### config.mk
export PLATFORM = sky130hd
export DESIGN_NAME = chunk_adder
export DESIGN_NICKNAME = d
export VERILOG_FILES = /design/src/rtl/chunk_adder_pkg.sv /design/src/rtl/chunk_add_cell.sv /design/src/rtl/chunk_adder.sv
export SDC_FILE = /design/constraint.sdc
export NUM_CORES = 1
export LEC_CHECK = 0
export ABC_AREA = 1
export CAP_MARGIN = 20
export CORE_UTILIZATION = 45
export CTS_BUF_LIST = sky130_fd_sc_hd__clkbuf_4 sky130_fd_sc_hd__clkbuf_8
export CTS_CLUSTER_DIAMETER = 80
export DETAILED_ROUTE_END_ITERATION = 8
export PLACE_DENSITY = 0.7
export SLEW_MARGIN = 0
export SYNTH_ARGS = -nofsm -noshare
export SYNTH_HDL_FRONTEND = slang
export SYNTH_HIERARCHICAL = 1
export SYNTH_SLANG_ARGS = --single-unit
### constraint.sdc
create_clock -name sys_clk -period 3.99 [get_ports sys_clk]
set_input_delay 0.5985 -clock sys_clk [delete_from_list [all_inputs] [get_ports sys_clk]]
set_output_delay 0.5985 -clock sys_clk [all_outputs]
set_load 0.02 [all_outputs]
### src/rtl/chunk_adder_pkg.sv
// Shared definitions for the chunk-serial adder: FSM state encoding and counter sizing.
package chunk_adder_pkg;

   typedef enum logic [1:0] {
      ST_IDLE = 2'd0,
      ST_RUN  = 2'd1,
      ST_DONE = 2'd2
   } state_t;

   // A single-chunk configuration still needs a 1-bit counter to keep the select legal.
   function automatic int cnt_width(input int width, input int chunk);
      int n;
      n = width / chunk;
      if (n <= 1) return 1;
      return $clog2(n);
   endfunction

endpackage

### src/rtl/chunk_add_cell.sv
// Combinational CHUNK-bit adder slice; with CHUNK=1 it reduces to a full adder.
// Exposes the carry into its MSB when CHUNK_ADDER_OVF_EN is defined.
module chunk_add_cell #(
   parameter int CHUNK = 4
) (
   input  logic [CHUNK-1:0] a,
   input  logic [CHUNK-1:0] b,
   input  logic             cin,
   output logic [CHUNK-1:0] out,
   output logic             cout
`ifdef CHUNK_ADDER_OVF_EN
   ,
   output logic             cmsb
`endif
);

   logic [CHUNK:0] full;

   assign full = {1'b0, a} + {1'b0, b} + {{CHUNK{1'b0}}, cin};
   assign out  = full[CHUNK-1:0];
   assign cout = full[CHUNK];

`ifdef CHUNK_ADDER_OVF_EN
   // The MSB result bit is a^b^carry_in, so the carry into it can be recovered directly.
   assign cmsb = a[CHUNK-1] ^ b[CHUNK-1] ^ out[CHUNK-1];
`endif

endmodule

### src/rtl/chunk_adder.sv
// Multi-cycle WIDTH-bit adder/subtractor processing CHUNK bits per clock, LSB chunk first.
// Define CHUNK_ADDER_OVF_EN to add the registered signed-overflow output ovf.
module chunk_adder
   import chunk_adder_pkg::*;
#(
   parameter int WIDTH = 16,
   parameter int CHUNK = 4
) (
   input  logic             sys_clk,
   input  logic             sys_rst,
   input  logic             in_valid,
   output logic             in_ready,
   input  logic [WIDTH-1:0] a,
   input  logic [WIDTH-1:0] b,
   input  logic             cin,
   input  logic             sub,
   output logic             out_valid,
   input  logic             out_ready,
   output logic [WIDTH-1:0] sum,
   output logic             cout
`ifdef CHUNK_ADDER_OVF_EN
   ,
   output logic             ovf
`endif
);

   localparam int            NCHUNK = WIDTH / CHUNK;
   localparam int            CW     = cnt_width(WIDTH, CHUNK);
   localparam logic [CW-1:0] LAST   = CW'(NCHUNK - 1);

   state_t           state_q, state_d;
   logic [CW-1:0]    cnt_q, cnt_d;
   logic             carry_q, carry_d;
   logic [WIDTH-1:0] a_q, b_q;
   logic [WIDTH-1:0] wrk_q, wrk_d;
   logic [WIDTH-1:0] sum_q;
   logic             cout_q;

   logic [CHUNK-1:0] a_chunk, b_chunk, cell_out;
   logic             cell_cout;
   int               idx;
   logic             accept, last, finish;

   assign idx     = int'(cnt_q) * CHUNK;
   assign a_chunk = a_q[idx +: CHUNK];
   assign b_chunk = b_q[idx +: CHUNK];
   assign last    = (cnt_q == LAST);
   assign accept  = (state_q == ST_IDLE) && in_valid;
   assign finish  = (state_q == ST_RUN) && last;

   assign in_ready  = (state_q == ST_IDLE);
   assign out_valid = (state_q == ST_DONE);
   assign sum       = sum_q;
   assign cout      = cout_q;

`ifdef CHUNK_ADDER_OVF_EN
   logic cell_cmsb;
   logic ovf_q;

   chunk_add_cell #(.CHUNK(CHUNK)) u_cell (
      .a    (a_chunk),
      .b    (b_chunk),
      .cin  (carry_q),
      .out  (cell_out),
      .cout (cell_cout),
      .cmsb (cell_cmsb)
   );

   always_ff @(posedge sys_clk or posedge sys_rst) begin
      if (sys_rst) begin
         ovf_q <= 1'b0;
      end else if (finish) begin
         ovf_q <= cell_cmsb ^ cell_cout;
      end
   end

   assign ovf = ovf_q;
`else
   chunk_add_cell #(.CHUNK(CHUNK)) u_cell (
      .a    (a_chunk),
      .b    (b_chunk),
      .cin  (carry_q),
      .out  (cell_out),
      .cout (cell_cout)
   );
`endif

   always_ff @(posedge sys_clk or posedge sys_rst) begin
      if (sys_rst) begin
         state_q <= ST_IDLE;
         cnt_q   <= '0;
         carry_q <= 1'b0;
         wrk_q   <= '0;
      end else begin
         state_q <= state_d;
         cnt_q   <= cnt_d;
         carry_q <= carry_d;
         wrk_q   <= wrk_d;
      end
   end

   always_comb begin
      state_d = state_q;
      cnt_d   = cnt_q;
      carry_d = carry_q;
      wrk_d   = wrk_q;
      case (state_q)
         ST_IDLE: begin
            if (in_valid) begin
               state_d = ST_RUN;
               cnt_d   = '0;
               // Subtraction runs as a + ~b + !cin.
               carry_d = cin ^ sub;
            end
         end
         ST_RUN: begin
            wrk_d[idx +: CHUNK] = cell_out;
            carry_d             = cell_cout;
            if (last) begin
               state_d = ST_DONE;
            end else begin
               cnt_d = cnt_q + 1'b1;
            end
         end
         ST_DONE: begin
            if (out_ready) begin
               state_d = ST_IDLE;
            end
         end
         default: state_d = ST_IDLE;
      endcase
   end

   // The result register is loaded with the fully merged word, never a partial one.
   always_ff @(posedge sys_clk or posedge sys_rst) begin
      if (sys_rst) begin
         a_q    <= '0;
         b_q    <= '0;
         sum_q  <= '0;
         cout_q <= 1'b0;
      end else begin
         if (accept) begin
            a_q <= a;
            b_q <= b ^ {WIDTH{sub}};
         end
         if (finish) begin
            sum_q  <= wrk_d;
            cout_q <= cell_cout;
         end
      end
   end

endmodule

## After elaboration in Yosys (flattened, before gate mapping)

Cells that the tools add are included.

- $add $sub $neg: 4
- Equal/unequal tests: 7
- Shift operators: 4
- Mux-type cells: 11
- Bitwise gates (word level): 2
- Reduce and logical (&&, ||, !) cells: 7

Operators by type and width:

| kind | number |
|---|---|
| $neg 4->33 | 1 |
| $shift 4x33->16 const A | 1 |
| $shiftx 4x33->16 | 1 |
| $shiftx 16x5->4 | 2 |
| $bwmux 16 | 1 |
| $mux 16 | 1 |
| $xor 16x16->16 | 1 |
| $mux 2 | 5 |
| $ne 2x2->1 const B | 3 |
| $pmux 2 s3 | 1 |
| $reduce_and 3->1 | 2 |
| $add 4x4->5 | 1 |
| $add 5x1->5 | 1 |
| $eq 2x2->1 const B | 2 |
| $pmux 2 s2 | 1 |
| $add 2x1->2 const B | 1 |
| $eq 2x1->1 const B | 1 |
| $logic_and 1x1->1 | 2 |
| $logic_not 2->1 | 1 |
| $ne 2x1->1 const B | 1 |
| $pmux 1 s2 | 1 |
| $reduce_and 2->1 | 1 |
| $reduce_bool 2->1 | 1 |
| $mux 1 | 1 |
| $xor 1x1->1 | 1 |

- Bits in registers: 70
- Bits of input ports: 38
- Output and inout port bits: 19
- Logic and storage cells: 43

## Depth between registers and ports, before layout

Gate-level depths: netlist of the first run.

- Depth in word-level cells: 6
- Mapped depth: 16
- Mapped depth without buffers: 14

## Cells and area by module

The synthesis of the first run kept the hierarchy.

Modules (own cells, without submodules):

| module | instances | cells an instance | area an instance (µm²) | sequential area each (µm²) |
|---|---|---|---|---|
| chunk_adder | 1 | 379 | 3,161.8 | 1,751.7 |
| chunk_add_cell | 1 | 25 | 165.2 | 0.0 |

## Worst setup path after synthesis of the first run

OpenSTA, ideal clock, no wires.

- Kind: reg-to-reg
- Start: register cnt_q[0]
- End: register sum_q[14], in the netlist sum[14]
- Setup time: 65 ps
- Arrival: 2,571 ps
- Data required time: 3,925 ps
- Slack: 1,354 ps
- Stages on the path, launching flop included: 16
- Path buffers: 2
- Clock period less this slack: 2,636 ps
- Path through: dfrtp_1 inv_1 buf_2 buf_2 nor2_1 o22ai_1 fa_1 inv_1 fa_1 xnor2_1 inv_1 nor3_1 nand2_1 nand2_1 nand2_1 nand2_1

- Word-level cells in the longest chain between the ends: 6
- Elaborated cells on any way between the ends: 11
- Those cells by class: add/sub: 3; eq/ne: 1; shift: 4; mux: 2; reduce/logical: 1

RTL lines:

| element | RTL line | RTL |
|---|---|---|
| start: declaration | chunk_adder.sv:32 | `logic [CW-1:0] cnt_q, cnt_d;` |
| start signal: assignment | chunk_adder.sv:96 | `cnt_q <= cnt_d;` |
| $shiftx 16x5->4 | chunk_adder.sv:45 | `assign a_chunk = a_q[idx +: CHUNK];` |
| named net a_chunk[0] | chunk_adder.sv:39 | `logic [CHUNK-1:0] a_chunk, b_chunk, cell_out;` |
| $add 4x4->5 | chunk_add_cell.sv:19 | `assign full = {1'b0, a} + {1'b0, b} + {{CHUNK{1'b0}}, cin};` |
| $add 5x1->5 | chunk_add_cell.sv:19 |  |
| named net cell_out[2] | chunk_adder.sv:39 |  |
| $shiftx 4x33->16 | chunk_adder.sv:117 | `wrk_d[idx +: CHUNK] = cell_out;` |
| $bwmux 16 | chunk_adder.sv:117 |  |
| $mux 16 | chunk_adder.sv:107 | `case (state_q)` |
| named net wrk_d[14] | chunk_adder.sv:35 | `logic [WIDTH-1:0] wrk_q, wrk_d;` |
| end signal: assignment | chunk_adder.sv:147 | `sum_q <= wrk_d;` |
| end: declaration | chunk_adder.sv:36 | `logic [WIDTH-1:0] sum_q;` |

The timed path passes the listed nets, and every way through them passes these cells.
A chain may end at the register's enable or synchronous reset.

## Worst setup path after layout of the first run

Same ends and word-level chain as after synthesis.

==> results of run 1 <==
[cells in the final DEF (no fill, tap or decap), types with 4 or more instances in the layout]
cell	instances
clkbuf_8	11
clkdlybuf4s50_1	56
dfrtp_1	70
ha_1	9
inv_1	16
inv_2	4
nand2_1	175
nand3_1	13
nor2_1	28
nor3_1	4
o21ai_0	35
o22ai_1	8
xnor2_1	18
[cells by family after synthesis]
logic type | Yosys count | share of synthesized area (%)
adder cells (fa/ha/maj) | 11 | 4.59
flip-flops | 70 | 52.7
AND/OR/NAND/NOR | 222 | 25.8
XOR/XNOR | 18 | 4.74
AO/OA/AOI/OAI | 48 | 7.60
buffers and inverters | 35 | 4.59
[worst min-delay path, cell delays in order, from the launching register on]
cell	delay, ps
dfrtp_1	340
nand2_1	50
nand2_1	50
[how the worst max path moves through the flow]
stage | endpoint | slack (ps) | cells past startpoint
3_3_place_gp | sum[14] | 1090 | 14
5_1_grt | sum[14] | 680 | 14
6_report | sum[14] | 960 | 14
4_1_cts | sum[14] | 970 | 14
3_5_place_dp | sum[14] | 980 | 14
2_1_floorplan | sum[14] | 1350 | 15
[routing by layer]
metal | global-route usage, % | share of wire, % | vias to the layer above | routed length, µm
met1 | 24.2 | 47 | 1261 | 3140
met4 | 6.41 | 1.2 | 0 | 81
met5 | 0 | 0 | - | 0
met3 | 6.60 | 4.6 | 7 | 313
met2 | 32.6 | 48 | 68 | 3220
li1 | - | - | 1383 | -
[power by group through the flow]
stage          combinational (mW)  clock, mW  sequential (mW)
3_3_place_gp                 1.53          0             1.19
6_report                     1.56      0.516             1.18
2_1_floorplan                1.07          0             1.22
4_1_cts                      1.57      0.525             1.18
5_1_grt                      1.79      0.559             1.22
3_5_place_dp                 1.56          0             1.19
[sequential cells by signal (all words and copies together), names as in the netlist]
name	flops
a_q	16
b_q	16
sum	16
wrk_q	16
cnt_q	2
state_q	2
carry_q	1
cout	1
[cells in the mapped netlist (2+ instances only)]
| library cell | n |
|---|---|
| fa_1 | 2 |
| o21ai_1 | 2 |
| xnor2_1 | 18 |
| nand3_1 | 13 |
| a21oi_1 | 2 |
| buf_2 | 8 |
| nand2_1 | 175 |
| nor3_1 | 4 |
| clkbuf_1 | 4 |
| inv_2 | 3 |
| ha_1 | 9 |
| nor2_1 | 28 |
| inv_1 | 17 |
| o21ai_0 | 35 |
| dfrtp_1 | 70 |
| o22ai_1 | 8 |
[cell type report]
type	count	share of cell area, %
multi-input combinational	299	34.4
tap	96	2.90
timing repair buffer	59	14.1
clock buffer	14	4.21
sequential	70	42.4
inverter	21	1.91
clock inverter	1	0.121
==> metrics.txt, run 1 <==
r2r worst-path depth 14; area of the multi-input gates roughly 0.0014 mm²; final setup fails 0; critical path class flop to flop; hold slack final approximately 480 ps; Seq/Total Area, Yosys a little over half; sink of the worst hold path sum[7]; max_slew headroom between 40% and 50%; Post-DP Area 0.00396 mm²; Inst Count DP between 500 and 600; switching share of power 42.0%; vias in the first global route approximately 2.6k; min setup slack post-route approximately 960 ps; I/O Pins 57; RSZ-0062 raised after global routing no; cell-internal power around 1.9 mW; CP bufs+invs 4; crit-path most repeated cell nand2_1; Yosys warnings 6; CP cell instances buf_4 -> inv_1 -> o21ai_0 -> o22ai_1 -> fa_1 -> inv_1 -> fa_1 -> xnor2_1 -> inv_1 -> nor3_1 -> nand2_1 -> nand2_1 -> nand2_1 -> nand2_1; prevailing post-synth register cell dfrtp_1; Seq pwr share 36.3%; first drt pass iteration count 4; maximum clock skew at final layout ~6.1 ps; post_cts resized 0; overall power 3.26 mW; # Post-CTS Setup Buffers 0; Final Hold Fails 0; largest net degree at the start of global routing 38; TritonCTS clock tree yes; Slowest-stage cell, CP inv_1; number of synthesized flops with an enable pin 0; # DRC 0; Mapped Cells 404; total wire length roughly 6.8 mm; Hold WC Path Type flop to flop; # rows 30; Initial Utilization between 40% and 50%; period utilization 75.8%; TNS Setup 0 ps; ANT nets after route 0; first-pass GRT wire length 11.6 mm; cell area after layout between 0.004 and 0.005 mm²; core area about 0.007 mm²; Netlist cell types 22; Comb pwr share roughly 48%; worst slew pin tran 896 ps; Via density 4.86; reg2reg setup slack between 900 and 1000 ps; min-delay src sum[7]; critical path's top delay family buffers and inverters; Critical Path Start Type flop; VDD IR-drop max between 0.0004 and 0.0005 V; Die W 88.0 µm; initial antenna violation count 0; cts hold-fix bufs 0; share of post-route cells with drive strength above 1 around 5.2%; post-place setup slack around 980 ps; Sink Count 70; die height 88.0 µm; Synth area leaders dfrtp_1 (53%), nand2_1 (20%), o21ai_0 (5.3%), xnor2_1 (4.7%), ha_1 (3.4%); Clock power frac ~16%; Sequential Area 0.00175 mm²; clock buffer depth 2; Worst R2R End sum[14]; status finished clean; Final #Nets 509; leading area contributor after synthesis dfrtp_1; Initial DRC Count a little over 90; Worst setup EP type flop; CP max stage delay approximately 550 ps; DP HPWL slightly below 5 mm; count of pins over their slew limit 0; Power Density between 700 and 800 mW/mm²; Synth top area share about 53%; via count approximately 2.7k; Area growth syn-to-layout 24.3%; # diodes 0; net load switching power between 1 and 1.5 mW; total CTS buffers 9; Die ar. slightly below 0.008 mm²; worst skew pair latency around 340 ps; WL/cell about 12 µm; clk root buf clkbuf_8; minimum clock period 3030 ps; I/O Buffers between 50 and 60; Worst Path Max Fanout 28; Util after Layout roughly three fifths; crit path DAT 3310 ps; Layout Cells excl Fill 560; hold depth 2; RD Place Congestion around 0.87; Worst EP required about 4300 ps; GR Util All Layers approximately a fifth; clock-pin slew on the worst setup and hold paths 70 ps; FMAX ~0.33 GHz; Syn Area/Cell 8.24 µm²; Max Cap Viol 0; reg-to-reg startpoint cnt_q[0]; Synth async-reset ratio 100%; flops & latches, synth 70; leak pwr approximately 2.1 nW; # fillers 657; H-Tree Depth 3; grt ovf 0; crit path launch cnt_q[0]; synthesized area 0.00333 mm²; syn_nets between 400 and 500
Power figures use the tool's default switching activity.
==> inputs of run 2 (changes only) <==
clock period = 2.85 ns   (was 3.99 ns; I/O delays follow)
==> run 2 against run 1 <==
  * Utilization increased by 0.61 points
  * Hold slack improved by 0.88 ps
  * Clock skew about the same
  * Largest cell class unchanged
  * Clock-buffer cell count unchanged
  * Non-clock buffer count increased by 4
  * Sequential power increased by 40%
  * Sequential cell count unchanged
  * Final area increased by 1.0%
  * Routed wire length decreased by 0.24%
  * Register-to-register slack got worse by 670 ps
==> metrics.txt, run 2 (synthesis gave the netlist of run 1 again) <==
# rows 30; via count 2717; Sink Count 70; DP HPWL a little under 5 mm; Seq pwr share between 30% and 40%; Initial DRC Count between 100 and 150; TritonCTS clock tree yes; RSZ-0062 raised after global routing no; TNS Setup 0 ps; clk root buf clkbuf_8; GR Util All Layers about a fifth; overall power ~4.6 mW; r2r worst-path depth 13; FMAX about 0.39 GHz; reg2reg setup slack 300 ps; clock-pin slew on the worst setup and hold paths around 60 ps; met3 WL post-DR about 220 µm; switching share of power between 40% and 50%; initial antenna violation count 0; leak pwr approximately 2.1 nW; total wire length 6.74 mm; core area ~0.007 mm²; die height about 88 µm; share of post-route cells with drive strength above 1 roughly 6.2%; net load switching power 1.95 mW; hold depth 2; I/O Buffers between 50 and 60; cts hold-fix bufs 0; vias in the first global route ~2.6k; # diodes 0; Die ar. 0.00774 mm²; Via density 4.82; status finished clean; grt ovf 0; clock buffer depth 2; Die W ~90 µm; worst skew pair latency 340 ps; VDD IR-drop max 0.000451 V; Clock power frac 15.6%; Area growth syn-to-layout 25.6%; Initial Utilization a little under half; first drt pass iteration count 5; largest net degree at the start of global routing 53; hold slack final about 480 ps; Worst setup EP type flop; Worst Path Max Fanout 19; Layout Cells excl Fill about 560; I/O Pins 57; ANT nets after route 0; met1 WL approximately 3.2 mm; Final Hold Fails 0; commonest cells after routing, fill and taps aside nand2_1 (175), dfrtp_1 (70), clkdlybuf4s50_1 (56), o21ai_0 (35), nor2_1 (28); H-Tree Depth 3; Comb pwr share between 40% and 50%; WL/cell 11.9 µm; Worst EP required ~3100 ps; minimum clock period between 2000 and 3000 ps; maximum clock skew at final layout about 5.8 ps; cell-internal power around 2.7 mW; worst slew pin tran slightly below 700 ps; most common cell after layout, fill and taps aside nand2_1; Critical Path Start Type flop; Power Density ~1100 mW/mm²; final setup fails 0; Met2 Wirelength 3.20 mm; Final #Nets slightly above 500; # DRC 0; Max Cap Viol 0; total CTS buffers 9; Hold WC Path Type flop to flop; period utilization between 80 and 90%; max_slew headroom between 50% and 60%; Inst Count DP 549; RD Place Congestion about 0.91; first-pass GRT wire length around 12 mm; critical path class flop to flop; Max Used Layer met4; count of pins over their slew limit 0; crit path DAT 2830 ps
## run 2: metrics by stage
stage | util (%) | area, µm² | worst slack, ps
2_1_floorplan | - | 3330 | 214
3_3_place_gp | 57.3 | 4000 | 375
3_5_place_dp | 57.3 | 4000 | 350
4_1_cts | 59.8 | 4180 | 324
5_1_grt | 59.8 | 4180 | 43.3
6_report | 59.8 | 4180 | 298
## run 2: repair_timing
| item | CTS | global route |
|---|---|---|
| resized for setup | 0 | 1 |
| setup buffers | 0 | 0 |
| setup endpoints to repair | 0 | 1 |
## run 2: final timing paths
kind	startpoint	endpoint
worst min-delay path	sum[5]	sum[5]
max in group asynchronous	sys_rst	b_q[12]
worst max register to register	cnt_q[0]	sum[5]
worst max-delay path	cnt_q[0]	sum[5]
min in group asynchronous	sys_rst	sum[2]
worst min register to register	sum[5]	sum[5]
## run 2: final cells by class
class                           instances  area, µm²
Fill cell                             644       2800
Sequential cell                        70       1750
Multi-Input combinational cell        299       1420
Timing Repair Buffer                   63        626
Clock buffer                           14        174
Tap cell                               96        120
Inverter                               21       78.8
Clock inverter                          1       5.00
## run 2: power groups by stage
stage	sequential, mW	clock (mW)	combinational (mW)
3_5_place_dp	1.66	0	2.25
3_3_place_gp	1.66	0	2.19
4_1_cts	1.65	0.736	2.25
6_report	1.65	0.723	2.25
5_1_grt	1.70	0.792	2.58
2_1_floorplan	1.71	0	1.50
## run 2: worst max-delay path, stage by stage (launching register included)
cell and delay [ps]:
dfrtp_1 390, buf_4 200, o21ai_0 170, o22ai_1 120
fa_1 480, inv_1 90, fa_1 400, inv_1 80
inv_1 50, nor3_1 240, nand2_1 90, nand2_1 80
nand2_1 50, nand2_1 60
## run 2: layer usage
metal,up-vias,track usage (%)
li1,1390,-
met1,1262,26.1
met2,56,32.8
met3,9,4.90
met4,0,8.49
met5,-,0
==> inputs of run 3 (changes only) <==
SETUP_SLACK_MARGIN = 0.5   (was default)
SKIP_CTS_REPAIR_TIMING = 1   (was default)
==> run 3 against run 2 <==
  * Sequential cell count did not move
  * Clock-buffer cell count fell by 1
  * Final cell count rose by 3.5%
  * Global-route usage rose by 0.57 points
  * Total power rose by 14%
  * Die area did not move
  * Critical path type unchanged
  * Largest power group unchanged
==> metrics.txt, run 3 (synthesis gave the netlist of run 1 again) <==
RSZ-0062 raised after global routing yes; core area between 0.006 and 0.007 mm²; die height between 80 and 90 µm; clk root buf clkbuf_8; vias in the first global route 2720; via count roughly 2.8k; cell area after layout 0.00444 mm²; Worst setup EP type flop; Sink Count 70; clock-pin slew on the worst setup and hold paths about 70 ps; maximum clock skew at final layout between 10 and 15 ps; GR Util All Layers a little over a fifth; share of post-route cells with drive strength above 1 15.0%; Power Density 1190 mW/mm²; total wire length about 7.5 mm; TNS Setup 0 ps; Via density between 4 and 5; Critical Path Start Type flop; Hold WC Path Type input port to asynchronous set/reset pin; Worst EP required approximately 3100 ps; RD Place Congestion 0.824; Max Cap Viol 0; WL/cell 12.9 µm; total CTS buffers 9; Initial DRC Count about 150; overall power approximately 5.3 mW; most common cell after layout, fill and taps aside nand2_1; Final #Nets 534; Initial Utilization ~48%; Final Hold Fails 0; post-place setup slack approximately 300 ps; Post-DP Area roughly 0.004 mm²; leak pwr 2.21 nW; worst skew pair latency approximately 340 ps; Area growth syn-to-layout 33.5%; minimum clock period between 2000 and 2500 ps; first-pass GRT wire length between 10 and 15 mm; reg2reg setup slack between 400 and 500 ps; grt ovf 0; critical path class flop to flop; Inst Count DP 550; Util after Layout a little under two thirds; # rows 30; Layout Cells excl Fill ~600; hold slack final around 450 ps; clock buffer depth 2; # diodes 0; FMAX 0.412 GHz; max_slew headroom 62.7%; largest net degree at the start of global routing 29; min setup slack post-route 423 ps; first drt pass iteration count 4; final setup fails 0; # fillers 617; initial antenna violation count 0; status finished clean; count of pins over their slew limit 0; worst slew pin tran 559 ps; Die W between 80 and 90 µm; I/O Pins 57; I/O Buffers 56; # DRC 0; TritonCTS clock tree yes; H-Tree Depth 3; commonest cells after routing, fill and taps aside nand2_1 (174), dfrtp_1 (68), clkdlybuf4s50_1 (56), nor2_1 (25), o21ai_0 (25); VDD IR-drop max just over 0.0007 V; Die ar. 0.00774 mm²; period utilization between 80% and 90%; ANT nets after route 0; crit path DAT 2710 ps; DP HPWL between 5 and 6 mm; Worst Path Max Fanout 8
[run 3: changes by cell type in the layout (fill, tap and decap cells not counted), moves of 3 or more]
cell     delta
o21ai_1     +7
buf_4      +15
o21ai_2     +3
inv_1       -4
inv_2       +3
buf_6       +4
o22ai_1     -3
nor3_1      -3
o21ai_0    -10
o22ai_2     +3
nor2_1      -3
[run 3: final cells by class]
type / instances / area, µm² / area share, %
clock inverter: 1 / 5.00 / 0.113
timing repair buffer: 81 / 763 / 17.2
multi-input combinational: 299 / 1510 / 34.0
timing repair inverter: 3 / 22.5 / 0.507
sequential: 70 / 1750 / 39.5
inverter: 21 / 95.1 / 2.14
tap: 96 / 120 / 2.70
clock buffer: 13 / 173 / 3.89
[run 3: worst paths after layout]
check,cells after the start,start,to
setup / recovery,13,cnt_q[0],sum[5]
hold / removal,2,sys_rst,sum[7]
setup reg to reg,13,cnt_q[0],sum[5]
hold reg to reg,2,sum[5],sum[5]
max in group asynchronous,3,sys_rst,b_q[11]
min in group sys_clk,2,sum[5],sum[5]
[run 3: per-layer routing]
layer / GRT usage, % / vias up / part of all wire, %
met4: 7.15 / 0 / 2.3
met2: 36.9 / 68 / 51
met5: 0 / - / 0
met3: 5.37 / 19 / 4.5
li1: - / 1434 / -
met1: 24.5 / 1318 / 42
[run 3: critical path, stage by stage (launching register included)]
cell      delay, ps
dfrtp_2         510
clkinv_8         90
nor2_1          140
o22ai_2         120
fa_2            400
inv_2            80
fa_2            440
inv_2            80
inv_2            50
nor3_4          180
nand2_1          70
nand2_1          80
nand2_1          50
nand2_1          70
[run 3: power by group]
| group | total, mW | internal (mW) | switching [mW] |
|---|---|---|---|
| combinational | 2.86 | 1.22 | 1.64 |
| clock | 0.725 | 0.386 | 0.338 |
| sequential | 1.69 | 1.41 | 0.275 |
| total | 5.27 | 3.02 | 2.26 |
